File: src/rtl/stream_rr_arbiter.sv
// stream_rr_arbiter
//   Round-robin arbiter that merges N valid/ready/last packet sources onto a
//   single registered output stage. A granted source owns the output until
//   the beat carrying its last flag is accepted, so packets never interleave.
//
// Parameters
//   LEN   data width per beat
//   N     number of sources (2..8)
//   IW    source index width, $clog2(N)
//
// Ports
//   clk      single rising-edge clock
//   rst      synchronous reset, active low
//   s_valid  per-source beat valid
//   s_last   per-source end-of-packet, qualified by s_valid
//   s_data   packed source data, source i at [i*LEN +: LEN]
//   s_ready  per-source ready, at most one bit high
//   m_valid  registered output valid
//   m_last   registered output end-of-packet
//   m_data   registered output data
//   m_src    registered index of the source that produced m_data
//   m_ready  sink ready
module stream_rr_arbiter #(
  parameter  int LEN = 8,
  parameter  int N   = 4,
  localparam int IW  = $clog2(N)
) (
  input  logic             clk,
  input  logic             rst,
  input  logic [N-1:0]     s_valid,
  input  logic [N-1:0]     s_last,
  input  logic [N*LEN-1:0] s_data,
  output logic [N-1:0]     s_ready,
  output logic             m_valid,
  output logic             m_last,
  output logic [LEN-1:0]   m_data,
  output logic [IW-1:0]    m_src,
  input  logic             m_ready
);

  typedef enum logic {
    IDLE = 1'b0,
    BUSY = 1'b1
  } state_e;

  state_e          state_q, state_d;
  logic [IW-1:0]   grant_q, grant_d;
  logic [IW-1:0]   rr_ptr_q, rr_ptr_d;
  logic            m_valid_q, m_valid_d;
  logic            m_last_q, m_last_d;
  logic [LEN-1:0]  m_data_q, m_data_d;
  logic [IW-1:0]   m_src_q, m_src_d;

  // Lane view of the packed source data bus.
  logic [N-1:0][LEN-1:0] s_data_lane;
  assign s_data_lane = s_data;

  logic busy;
  logic out_free;
  logic acc;

  assign busy     = (state_q == BUSY);
  // Output register can take a new beat when empty or draining this cycle.
  // This is the only path from m_ready to s_ready.
  assign out_free = !m_valid_q || m_ready;

  for (genvar i = 0; i < N; i++) begin : g_rdy
    assign s_ready[i] = busy && out_free && (grant_q == IW'(i));
  end

  assign acc = busy && out_free && s_valid[grant_q];

  // Cyclic priority search starting at rr_ptr. cand is one bit wider so the
  // sum rr_ptr + k (at most 2N-2) never overflows before the wrap.
  logic          found;
  logic [IW-1:0] pick;
  logic [IW:0]   cand;

  always_comb begin
    found = 1'b0;
    pick  = rr_ptr_q;
    cand  = '0;
    for (int k = 0; k < N; k++) begin
      cand = {1'b0, rr_ptr_q} + (IW+1)'(k);
      if (cand >= (IW+1)'(N)) cand = cand - (IW+1)'(N);
      if (!found && s_valid[cand[IW-1:0]]) begin
        found = 1'b1;
        pick  = cand[IW-1:0];
      end
    end
  end

  always_comb begin
    state_d   = state_q;
    grant_d   = grant_q;
    rr_ptr_d  = rr_ptr_q;
    m_valid_d = m_valid_q;
    m_last_d  = m_last_q;
    m_data_d  = m_data_q;
    m_src_d   = m_src_q;

    // Sink took the held beat; payload fields keep their old values.
    if (m_valid_q && m_ready) m_valid_d = 1'b0;

    case (state_q)
      IDLE: begin
        if (found) begin
          grant_d = pick;
          state_d = BUSY;
        end
      end
      BUSY: begin
        if (acc) begin
          m_valid_d = 1'b1;
          m_data_d  = s_data_lane[grant_q];
          m_last_d  = s_last[grant_q];
          m_src_d   = grant_q;
          if (s_last[grant_q]) begin
            state_d  = IDLE;
            // Start the next search just past the finished source so it
            // ends up with the lowest priority.
            rr_ptr_d = (grant_q == IW'(N-1)) ? '0 : grant_q + IW'(1);
          end
        end
      end
      default: state_d = IDLE;
    endcase
  end

  always_ff @(posedge clk) begin
    if (!rst) begin
      state_q   <= IDLE;
      grant_q   <= '0;
      rr_ptr_q  <= '0;
      m_valid_q <= 1'b0;
      m_last_q  <= 1'b0;
      m_data_q  <= '0;
      m_src_q   <= '0;
    end else begin
      state_q   <= state_d;
      grant_q   <= grant_d;
      rr_ptr_q  <= rr_ptr_d;
      m_valid_q <= m_valid_d;
      m_last_q  <= m_last_d;
      m_data_q  <= m_data_d;
      m_src_q   <= m_src_d;
    end
  end

  assign m_valid = m_valid_q;
  assign m_last  = m_last_q;
  assign m_data  = m_data_q;
  assign m_src   = m_src_q;

  a_ready_onehot: assert property (@(posedge clk) $onehot0(s_ready));

  // A stalled output beat must not change.
  a_out_hold: assert property (@(posedge clk)
    (rst && m_valid && !m_ready) |=>
      (m_valid && $stable(m_data) && $stable(m_last) && $stable(m_src)));

endmodule
File: config.mk
export PLATFORM = sky130hd
export DESIGN_NAME = stream_rr_arbiter
export DESIGN_NICKNAME = d
export VERILOG_FILES = /design/src/rtl/stream_rr_arbiter.sv
export SDC_FILE = /design/constraint.sdc
export NUM_CORES = 1
export LEC_CHECK = 0
export CORE_MARGIN = 3
export CORE_UTILIZATION = 39
export CTS_CLUSTER_DIAMETER = 100
export DETAILED_ROUTE_END_ITERATION = 12
export PLACE_DENSITY = 0.88
export SYNTH_ARGS = -nofsm -noshare
export SYNTH_HDL_FRONTEND = slang
export SYNTH_SLANG_ARGS = --single-unit
File: constraint.sdc
create_clock -name clk -period 2.1 [get_ports clk]
set_input_delay 0.42 -clock clk [delete_from_list [all_inputs] [get_ports clk]]
set_output_delay 0.42 -clock clk [all_outputs]
set_load 0.02 [all_outputs]
Yosys cells after proc, flatten, opt, wreduce, memory -nomap -nowiden. Cells that the tools add are included.

Flip-flop bits (word level): 17. Output and inout port bits: 16.

Mux-type cells: 34. Bitwise gates (word level): 1. $add $sub $neg: 8. Magnitude comparators: 9. Eq/ne operators: 3. Reductions and logical operators: 19.

Operators by type and width (number): $mux W2 (9); $bmux W8 S2 (1); $mux W1 (16); $lt A2 B3 Y1 const B (5); $bmux W1 S2 (6); $logic_and A1 B1 Y1 (10); $ge A3 B3 Y1 const B (3); $mux W8 (1); $sub A2 B1 Y2 const B (4); $add A2 B2 Y3 const B (2); $eq A2 B2 Y1 const B (2); $logic_not A1 Y1 (4); $reduce_and A2 Y1 (2); $add A2 B1 Y3 const B (1); $ge A2 B3 Y1 const B (1); $reduce_and A3 Y1 (1); $add A2 B1 Y2 const B (1); $eq A2 B1 Y1 const B (1); $logic_not A2 Y1 (1); $pmux W1 S2 (1); $logic_or A1 B1 Y1 (1); $not A1 Y1 (1).

Longest topological paths before layout. Gate-level depths: netlist (run 1).

Word-level depth: 16. Gate-level depth with buffers: 6. Gate-level depth less buffers: 4.

Worst setup path before layout (run 1). No wires, ideal clock.

Path kind: flip-flop to output port. Start point: reg grant_q[0]. End point: out s_ready[2]. Data arrival time: 1215 ps. Cell stages (with the launch flop): 6. Path slack: 465 ps. Data required time: 1680 ps. Cells stage by stage: dfxtp_1 -> buf_6 -> buf_2 -> inv_1 -> ha_1 -> and3_1.

Longest elaborated chain between the ends: 2.

Ends and longest elaborated chain: start, declared (RTL line 47) `logic [IW-1:0] grant_q, grant_d;`; start signal, assigned (RTL line 141) `grant_q <= grant_d;`; $eq A2 B2 Y1 (RTL line 68) `assign s_ready[i] = busy && out_free && (grant_q == IW'(i));`; $logic_and A1 B1 Y1 (RTL line 68); end, declared (RTL line 33) `output logic [N-1:0] s_ready,`.

No other way between the ends.

Worst setup path after layout (run 1).
Start point: in m_ready. End point: out s_ready[0].

Longest elaborated chain between the ends: 3.

Ends and longest elaborated chain: start, declared (RTL line 38) `input logic m_ready`; $logic_or A1 B1 Y1 (RTL line 65) `assign out_free = !m_valid_q || m_ready;`; $logic_and A1 B1 Y1 (2 in a row) (RTL line 68).

No other way between the ends.

==> insert_results.sql, run 1 <==
INSERT INTO impl_metrics (metric_group, metric, value, unit) VALUES
('min_path', 'min_delay_worst_endpoint', 'rr_ptr_q[0]', ''),
('power', 'power.net_switching', '0.287', 'mW'),
('critical_path', 'critical_path_data_required_time', '1.68', 'ns'),
('power', 'power_share_of_the_clock_group', '18.0', '%'),
('sta', 'max_slew_margin', '61.1', '%'),
('synth', 'synth_largest_type_area_fraction', '30.7', '%'),
('clock_network', 'tritoncts', 'done', ''),
('synth', 'yosys.cell_count.top_type', 'dfxtp_1', ''),
('finish', 'final_cell_count_no_fill', '202', ''),
('drt', 'post_drt_via_cell_ratio', '5.44', ''),
('outcome', 'outcome', 'completed', ''),
('finish', 'finish.net_count', '220', ''),
('sta', 'fin_ws', '0.105', 'ns'),
('sta', 'drv_slew', '0', ''),
('placement', 'pre_cts_slack', '-0.150', 'ns'),
('critical_path', 'crit_path_start_kind', 'input port', ''),
('drt', 'detail_route.wirelength', '3.19', 'mm'),
('critical_path', 'timing.reg2reg.setup_slack', '0.26', 'ns'),
('synth', 'synth.cell_area', '0.00111', 'sq mm'),
('global_route', 'grt_start_max_net_pins', '21', ''),
('clock_network', 'ctsHtreeMaxLevel', '1', ''),
('synth', 'synth_async_sr_flop_share', '0', '%'),
('synth', 'synth_cell_type_count', '29', ''),
('synth', 'yosys-top-cells-area', 'dfxtp_1 31%, mux4_2 18%, mux2i_1 9.0%, nor2b_1 7.3%, ha_1 4.5%', ''),
('synth', 'synth_top_cell_by_area', 'dfxtp_1', ''),
('synth', 'netlist_instances', '106', ''),
('global_route', 'antenna_violations_before_repair', '0', ''),
('power', 'total_power', '0.946', 'mW'),
('floorplanning', 'die_x', '59.3', 'um'),
('clock_network', 'worst_setup_hold_path_clk_slew', '0.09', 'ns'),
('synth', 'netlist_top_cells_count', '17 x dfxtp_1, 13 x nor2b_1, 10 x mux2i_1, 9 x mux4_2', ''),
('critical_path', 'arrival', '1.58', 'ns'),
('drt', 'ant_nets', '0', ''),
('drt', 'detail_route.wl_per_cell', '15.8', 'um'),
('synth', 'synth_edf_count', '0', ''),
('power', 'logic_pwr_share', '41.4', '%'),
('clock_network', 'cts-root-buf', 'clkbuf_4', ''),
('synth', 'main_flop_type_after_synthesis', 'dfxtp_1', ''),
('placement', 'gp_routability_congestion', '0.809', ''),
('sta', 'finalCritPeriodShare', '95.0', '%'),
('synth', 'mean_instance_size_in_the_synthesized_netlist', '10.4', 'sq um'),
('global_route', 'globalRouteTotalUtil', '18.4', '%'),
('min_path', 'worst_hold_path_type', 'reg2reg', ''),
('floorplanning', 'start_util', '42.8', '%'),
('critical_path', 'critical_path_peak_fanout', '5', ''),
('drt', 'drtPass1Iterations', '4', ''),
('sta', 'max_clock_freq', '501', 'MHz'),
('global_route', 'grt_pass1_wl', '4.95', 'mm'),
('synth', 'seq_area_frac_synth', '30.7', '%'),
('drt', 'remaining_drc_errors', '0', ''),
('critical_path', 'rr_worst_depth', '5', ''),
('global_route', 'first_global_vias', '1101', ''),
('critical_path', 'rr_endpoint', 'm_data[7]', ''),
('sta', 'report.final.hold_viol_count', '0', ''),
('synth', 'yosys_warnings', '0', ''),
('clock_network', 'clock_network_latency_to_the_later_pin_of_the_worst_skew_pair', '0.29', 'ns'),
('drt', 'num_vias', '1099', ''),
('sta', 'skew', '0.0107', 'ns'),
('min_path', 'whs_path_cells', '2', ''),
('synth', 'ys_ff_latch', '17', ''),
('drt', 'initialDrtViolationCount', '41', ''),
('placement', 'port_buffer_count', '58', ''),
('critical_path', 'regToRegStartpoint', 'grant_q[0]', ''),
('power', 'seq_power_share', '40.6', '%'),
('clock_network', 'clock-sinks', '17', ''),
('job', 'max_cap_viol_count', '0', ''),
('floorplanning', 'chipHeight', '59.3', 'um'),
('finish', 'post-route-util', '69.0', '%'),
('sta', 'setup_total_negative_slack', '0', 'ns'),
('floorplanning', 'num_io_pins', '59', ''),
('sta', 'setup_viol_count_final', '0', '');
-- logic make-up (layout without fill, tap and decap cells) --
| family | Yosys count | after routing | synth area share, % |
|---|---|---|---|
| simple gates | 40 | 40 | 20.5 |
| mux | 21 | 21 | 30.7 |
| flops | 17 | 17 | 30.7 |
| compound gates | 15 | 15 | 9.04 |
| buf+inv | 9 | 75 | 4.52 |
| fa+ha+maj | 4 | 4 | 4.52 |
-- worst max-delay path by stage --
stage,from,to,slack (ns),cells past startpoint
3_3_place_gp,m_ready,s_ready[3],-0.15,4
5_1_grt,grant_q[0],s_ready[0],0.03,4
4_1_cts,grant_q[0],s_ready[2],0.09,4
2_1_floorplan,grant_q[0],s_ready[2],0.46,5
6_report,m_ready,s_ready[0],0.10,4
3_5_place_dp,m_ready,s_ready[0],-0.15,4
-- worst max-delay path, stage by stage --
cell	delay, ns
clkdlybuf4s50_1	0.45
nand2b_1	0.19
and3_1	0.18
dlygate4sd2_1	0.33
-- routing by layer --
layer	wire [um]	vias to the layer above	track usage, %
met5	0	-	0
met4	34	0	5.50
met3	356	4	4.58
met2	1470	59	30.1
met1	1330	513	23.8
li1	-	523	-
-- power groups by stage --
stage / Combinational, mW / Clock (mW) / Sequential [mW]
6_report: 0.391 / 0.171 / 0.384
5_1_grt: 0.421 / 0.190 / 0.389
4_1_cts: 0.394 / 0.172 / 0.384
3_5_place_dp: 0.396 / 0 / 0.391
3_3_place_gp: 0.384 / 0 / 0.387
2_1_floorplan: 0.192 / 0 / 0.406
-- stage by stage --
stage / hold slack, ns / area [sq um]
floorplan: 0.450 / 1110
global placement: 0.463 / 1770
detailed placement: 0.478 / 1770
CTS: 0.491 / 1790
global route: 0.513 / 1790
finish: 0.491 / 1790
-- flip-flops by register name (all words and copies together), names as in the netlist --
name / cells
m_valid: 1
m_src: 2
grant_q: 2
m_last: 1
busy: 1
m_data: 8
rr_ptr_q: 2
-- cell type report --
cell class	instances	area, sq um	share of cell area, %
clock buffer	4	26.3	1.47
inverter	2	7.51	0.420
multi-input combinational	80	717	40.1
sequential	17	340	19.0
tap	30	37.5	2.10
timing repair buffer	69	658	36.8
-- placed cells by master (no fill, tap or decap), drive strengths merged, types with 2 or more instances in the layout --
| cell | count |
|---|---|
| a21boi | 4 |
| and3 | 5 |
| buf | 11 |
| clkbuf | 4 |
| clkdlybuf4s50 | 54 |
| dfxtp | 17 |
| dlygate4sd2 | 4 |
| ha | 4 |
| inv | 2 |
| mux2i | 10 |
| mux4 | 10 |
| nand2 | 7 |
| nand3 | 2 |
| nor2 | 6 |
| nor2b | 14 |
| nor3b | 2 |
| o21ai | 7 |
-- repair_timing --
action | 4_1_cts | 5_1_grt
endpoints found under the setup margin | 4 | 0
hold buffers | 0 | 0
setup buffers | 0 | 0
hold endpoints to repair | 0 | 0
gates resized for setup | 4 | 0
No activity file was read; power rests on OpenSTA's default activity.
==> inputs of run 2 (changes only) <==
- CTS_CLUSTER_DIAMETER: 100 -> 200
- HOLD_SLACK_MARGIN: default -> 0.15
==> results of run 2 <==
Final layout, timing and power as in run 1 (identical DEF).
